File: src/rtl/alu_rs.sv
// Reservation station for the integer ALU: buffers issued ops until both operands
// are known, snoops the CDB for wakeups, and dispatches one ready op per cycle to EX.
`timescale 1ns/1ps

module alu_rs #(
  parameter int RS_SIZE = 8,
  parameter int TAG_W   = 4,
  parameter int TYPE_W  = 6
) (
  input  logic              clk_in,
  input  logic              rstn_in,
  input  logic              rdy_in,
  input  logic              clear_in,

  input  logic              issue_valid,
  output logic              issue_ready,
  input  logic [TYPE_W-1:0] issue_type,
  input  logic [31:0]       issue_vj,
  input  logic [31:0]       issue_vk,
  input  logic              issue_qj_valid,
  input  logic              issue_qk_valid,
  input  logic [TAG_W-1:0]  issue_qj,
  input  logic [TAG_W-1:0]  issue_qk,
  input  logic [31:0]       issue_a,
  input  logic [31:0]       issue_pc,
  input  logic [TAG_W-1:0]  issue_dest,

  input  logic              cdb_valid,
  input  logic [TAG_W-1:0]  cdb_tag,
  input  logic [31:0]       cdb_value,

  output logic              ex_valid,
  output logic [TYPE_W-1:0] ex_type,
  output logic [31:0]       ex_vj,
  output logic [31:0]       ex_vk,
  output logic [31:0]       ex_a,
  output logic [31:0]       ex_pc,
  output logic [TAG_W-1:0]  ex_dest
);

  localparam int IDX_W = (RS_SIZE > 1) ? $clog2(RS_SIZE) : 1;

  typedef struct packed {
    logic [TYPE_W-1:0] op_type;
    logic [31:0]       vj;
    logic [31:0]       vk;
    logic              qj_valid;
    logic [TAG_W-1:0]  qj;
    logic              qk_valid;
    logic [TAG_W-1:0]  qk;
    logic [31:0]       a;
    logic [31:0]       pc;
    logic [TAG_W-1:0]  dest;
  } entry_t;

  entry_t             ent_q [RS_SIZE];
  entry_t             ent_d [RS_SIZE];
  logic [RS_SIZE-1:0] busy_q, busy_d;
  logic [RS_SIZE-1:0] ready;

  logic              ex_valid_q, ex_valid_d;
  logic [TYPE_W-1:0] ex_type_q,  ex_type_d;
  logic [31:0]       ex_vj_q,    ex_vj_d;
  logic [31:0]       ex_vk_q,    ex_vk_d;
  logic [31:0]       ex_a_q,     ex_a_d;
  logic [31:0]       ex_pc_q,    ex_pc_d;
  logic [TAG_W-1:0]  ex_dest_q,  ex_dest_d;

  logic             free_found, disp_found, accept;
  logic [IDX_W-1:0] free_idx, disp_idx;
  logic             hit_j, hit_k;
  entry_t           new_ent;

  // Priority pickers: scanning downwards leaves the lowest matching index.
  always_comb begin
    free_found = 1'b0;
    free_idx   = '0;
    disp_found = 1'b0;
    disp_idx   = '0;
    for (int i = RS_SIZE - 1; i >= 0; i--) begin
      ready[i] = busy_q[i] && !ent_q[i].qj_valid && !ent_q[i].qk_valid;
      if (!busy_q[i]) begin
        free_found = 1'b1;
        free_idx   = IDX_W'(i);
      end
      if (ready[i]) begin
        disp_found = 1'b1;
        disp_idx   = IDX_W'(i);
      end
    end
  end

  assign issue_ready = free_found;
  assign accept      = issue_valid && issue_ready && rdy_in && !clear_in;

  // Incoming op with same-cycle CDB bypass on each pending operand.
  always_comb begin
    hit_j            = issue_qj_valid && cdb_valid && (issue_qj == cdb_tag);
    hit_k            = issue_qk_valid && cdb_valid && (issue_qk == cdb_tag);
    new_ent.op_type  = issue_type;
    new_ent.vj       = hit_j ? cdb_value : issue_vj;
    new_ent.vk       = hit_k ? cdb_value : issue_vk;
    new_ent.qj_valid = issue_qj_valid && !hit_j;
    new_ent.qj       = issue_qj;
    new_ent.qk_valid = issue_qk_valid && !hit_k;
    new_ent.qk       = issue_qk;
    new_ent.a        = issue_a;
    new_ent.pc       = issue_pc;
    new_ent.dest     = issue_dest;
  end

  always_comb begin
    // NOTE: every signal gets a hold default first so no path through the if-chain infers a latch.
    busy_d     = busy_q;
    ent_d      = ent_q;
    ex_valid_d = ex_valid_q;
    ex_type_d  = ex_type_q;
    ex_vj_d    = ex_vj_q;
    ex_vk_d    = ex_vk_q;
    ex_a_d     = ex_a_q;
    ex_pc_d    = ex_pc_q;
    ex_dest_d  = ex_dest_q;

    if (clear_in) begin
      busy_d     = '0;
      ex_valid_d = 1'b0;
    end else if (rdy_in) begin
      for (int i = 0; i < RS_SIZE; i++) begin
        if (busy_q[i] && cdb_valid) begin
          if (ent_q[i].qj_valid && ent_q[i].qj == cdb_tag) begin
            ent_d[i].vj       = cdb_value;
            ent_d[i].qj_valid = 1'b0;
          end
          if (ent_q[i].qk_valid && ent_q[i].qk == cdb_tag) begin
            ent_d[i].vk       = cdb_value;
            ent_d[i].qk_valid = 1'b0;
          end
        end
      end

      ex_valid_d = disp_found;
      if (disp_found) begin
        busy_d[disp_idx] = 1'b0;
        ex_type_d        = ent_q[disp_idx].op_type;
        ex_vj_d          = ent_q[disp_idx].vj;
        ex_vk_d          = ent_q[disp_idx].vk;
        ex_a_d           = ent_q[disp_idx].a;
        ex_pc_d          = ent_q[disp_idx].pc;
        ex_dest_d        = ent_q[disp_idx].dest;
      end

      // The free slot is never the dispatching one, since that one is busy.
      if (accept) begin
        busy_d[free_idx] = 1'b1;
        ent_d[free_idx]  = new_ent;
      end
    end
  end

  always_ff @(posedge clk_in or negedge rstn_in) begin
    if (!rstn_in) begin
      busy_q     <= '0;
      ex_valid_q <= 1'b0;
      ex_type_q  <= '0;
      ex_vj_q    <= '0;
      ex_vk_q    <= '0;
      ex_a_q     <= '0;
      ex_pc_q    <= '0;
      ex_dest_q  <= '0;
    end else begin
      busy_q     <= busy_d;
      ex_valid_q <= ex_valid_d;
      ex_type_q  <= ex_type_d;
      ex_vj_q    <= ex_vj_d;
      ex_vk_q    <= ex_vk_d;
      ex_a_q     <= ex_a_d;
      ex_pc_q    <= ex_pc_d;
      ex_dest_q  <= ex_dest_d;
    end
  end

  // NOTE: entry payload is deliberately not reset; it is only ever read while its busy bit is set.
  always_ff @(posedge clk_in) begin
    ent_q <= ent_d;
  end

  assign ex_valid = ex_valid_q;
  assign ex_type  = ex_type_q;
  assign ex_vj    = ex_vj_q;
  assign ex_vk    = ex_vk_q;
  assign ex_a     = ex_a_q;
  assign ex_pc    = ex_pc_q;
  assign ex_dest  = ex_dest_q;

endmodule

File: config.mk
export PLATFORM = sky130hd
export DESIGN_NAME = alu_rs
export DESIGN_NICKNAME = d
export VERILOG_FILES = /design/src/rtl/alu_rs.sv
export SDC_FILE = /design/constraint.sdc
export NUM_CORES = 2
export LEC_CHECK = 0
export CAP_MARGIN = 15
export CORE_MARGIN = 5
export CORE_UTILIZATION = 30
export DETAILED_ROUTE_END_ITERATION = 8
export PLACE_DENSITY = 0.49
export RECOVER_POWER = 100
export SLEW_MARGIN = 20
export SYNTH_ARGS = -nofsm -noshare
export SYNTH_HDL_FRONTEND = slang
export SYNTH_SLANG_ARGS = --single-unit
File: constraint.sdc
create_clock -name clk_in -period 4.7 [get_ports clk_in]
set_input_delay 0.47 -clock clk_in [delete_from_list [all_inputs] [get_ports clk_in]]
set_output_delay 0.47 -clock clk_in [all_outputs]
set_load 0.01 [all_outputs]
==> run summary <==
Drt wl/cell = 31.1 um
Warning count from the yosys run = 0
Crit path capture type = register
Final std cells w/o fill = 7,509
Power, Total = 28.0 mW
Antenna violations before repair = 41
Setup CP Type = reg2reg
Core area = 197,000 sq um
Status = complete, but fails checks
Synth-to-Final Area Change = 20.2%
Max-slew headroom = -66.2%
Tot GR Track Use = 21.6%
Via count = 43,400
Vias in the first global route = 43,100
Sequential power share = 49.7%
Placed Cells = 7,204
F_max = 0.247 GHz
Worst endpoint data arrival time = 4.77 ns
Internal power = 21.2 mW
Final worst setup slack = 0.658 ns
Setup repair bufs after CTS = 0
H-tree levels = 4
Failing checks = capacitance limit, slew limit
Clock transition at path regs = 0.06 ns
RSZ-0062 raised after global routing = false
Final critical-path required period = 4.04 ns
Layout Nets = 4,910
CP max FO = 32
Setup crit start kind = register
Clock sinks = 1,331
Setup TNS = 0 ns
Routed WL = 234,000 um
DPL Wire Length = 134,000 um
Cell area after synthesis = 59,600 sq um
R2R Setup Slk = 0.66 ns
Number of enable flip-flop cells after synthesis = 1,184
Sw frac = 24.5%
Clock share of power = 42.4%
Worst-Margin Slew = 2.49 ns
Min-delay worst type = in2reg
DP Worst Slack = 0.602 ns
Net switching power = 6.87 mW
Final design utilization = 36.3%
Gate Count Post-Synth = 4,487
Max-slew violation count = 585
Synth unique cells = 66
Syn avg cell area = 13.3 sq um
FF+latch count, synth = 1,331
Max VDD drop = 0.396 mV
Syn nets = 4,677
Required time of the worst setup path = 5.43 ns
Max Cap Viol = 15
CTS Buf Count = 153
I/O pin total = 330
Area leader, netlist = edfxtp_1
Initial DRC count = 4,774
Layout cells sized above 1 = 17.8%
Worst Skew = 0.0380 ns
Prevailing post-synth register cell = edfxtp_1
Clk_lat worst skew = 0.82 ns
Synth top area share = 59.6%
Via density = 5.78
Die width = 456 um
Largest cells by area after synthesis = edfxtp_1 (60%), o221a_2 (6.6%), dfrtp_1 (6.2%)
Drt first pass iters = 5
Clk buf depth = 3
CTS tree = yes
First-pass GRT wire length = 331,000 um
Pwr dens = 391 nW/um^2
Overall die height = 456 um
Input/output buffers = 329
Final Hold Viols = 0
Die ar. = 208,000 sq um
DRC Markers = 0
Final setup viols = 0
Combinational share of power = 7.9%
Sequential area share after synthesis = 65.8%
LEAKAGE = 24.0 nW
Final Wtd Congestion = 0.811
Initial Util = 30.2%
Final cycle utilization of the critical path = 86.0%
FP Rows = 163
Largest net degree at the start of global routing = 128
Detail Route Antenna Nets = 0
Total gr overflow = 0
Clock Tree Root = clkbuf_16
Post-synth ARST share = 11.0%
-- worst paths after layout --
check,from,to,depth (start not counted)
setup / recovery,busy_q[3],ex_vk[6],7
hold / removal,issue_valid,busy_q[0],3
setup reg to reg,busy_q[3],ex_vk[6],7
hold reg to reg,ex_pc[29],ex_pc[29],1
max in group asynchronous,rstn_in,ex_a[3],3
min in group asynchronous,rstn_in,ex_vj[17],2
-- per-layer routing --
layer  up-vias  share of wire, %  GRT usage (%)
met5         -             0.024              0
met4         8               4.0           7.99
met3       471               7.9           4.29
met2      2109                48           35.8
met1     22400                40           28.1
li1      18400                 -              -
-- critical path, cell delays in order, from the launching register on --
cell	delay, ns
dfrtp_1	0.53
or3b_1	0.57
o311a_1	0.29
nor4b_2	0.81
clkbuf_2	1.16
a221oi_1	0.23
nand3_1	0.20
o32a_1	0.15
-- power by group through the flow --
stage	combinational (mW)	clock [mW]	sequential, mW
floorplan	0.798	0	14.1
global placement	2.36	0	14.2
detailed placement	2.39	0	14.2
CTS	2.40	12.1	14.0
global route	2.38	12.6	14.0
finish	2.21	11.9	13.9
-- registers in the layout, summed over array words and instances, names as in the netlist --
register  cells
ex_type       6
ex_pc        32
busy_q        8
ex_valid      1
ex_dest       4
ex_a         32
ex_vj        32
ex_vk        32
ent_q      1184
-- cell type report --
type,instances,area (sq um)
inverters,43,179
clock inverters,60,619
repair buffers,490,4940
fillers,19200,126000
well taps,2640,3300
multi-input cells,2701,19000
clock buffers,223,4300
diodes,21,52.6
flip-flops and latches,1331,39200
-- what timing repair did --
action | 4_1_cts | 5_1_grt
gates resized for setup | 0 | 0
hold buffers | 1 | 0
endpoints found under the hold margin | 48 | 0
-- cells by family (layout without fill, tap and decap cells) --
family / Yosys count / after routing / share of synthesized area [%]
flops: 1331 / 1331 / 65.8
xor+xnor: 72 / 72 / 1.06
mux: 176 / 176 / 2.96
buf+inv: 455 / 816 / 3.44
other cells: 0 / 21 / 0
compound gates: 1199 / 1199 / 16.6
simple gates: 1254 / 1254 / 10.1
-- metrics by stage --
step / instance area (sq um) / hold slack (ns)
2_1_floorplan: 60400 / 0.174
3_3_place_gp: 67000 / 0.485
3_5_place_dp: 67100 / 0.490
4_1_cts: 72000 / 0.222
5_1_grt: 71600 / 0.370
6_report: 71700 / 0.378
-- cell usage after synthesis (57+ instances only) --
cell,instances
nand2_1,558
nand3_1,145
edfxtp_1,1184
xor2_1,57
o221a_2,352
buf_2,78
clkbuf_1,282
or4_1,129
nor2_1,195
or3_1,97
o32a_1,83
dfrtp_1,147
mux2i_1,176
o22ai_1,167
a221oi_1,115
a21oi_1,270
-- placed cells by master (no fill, tap or decap), types with 10 or more instances in the layout --
master,Yosys,layout
a21oi_1,270,269
or2_2,21,20
o32a_1,83,83
xnor2_1,15,15
a41oi_1,55,55
xor2_1,57,57
buf_4,11,80
buf_12,0,39
or4_1,129,129
dlygate4sd3_1,0,224
inv_1,42,34
o22a_1,55,55
or3_1,97,97
nand3_1,145,144
nand2_1,558,549
clkbuf_8,0,21
clkinv_1,0,23
clkbuf_16,0,153
o221ai_1,23,23
a221oi_2,0,46
clkbuf_1,282,62
mux2i_1,176,176
o22ai_2,0,22
o22ai_1,167,145
nor4_1,14,14
a221oi_1,115,69
dfrtp_1,147,147
or2_0,45,46
edfxtp_1,1184,1184
o221a_2,352,352
o21ai_1,18,10
clkdlybuf4s50_1,0,105
nor2_1,195,192
nand2_2,2,10
clkbuf_2,0,24
clkinv_2,0,12
diode_2,0,21
o21ai_0,20,20
No activity file was read; power rests on OpenSTA's default activity.
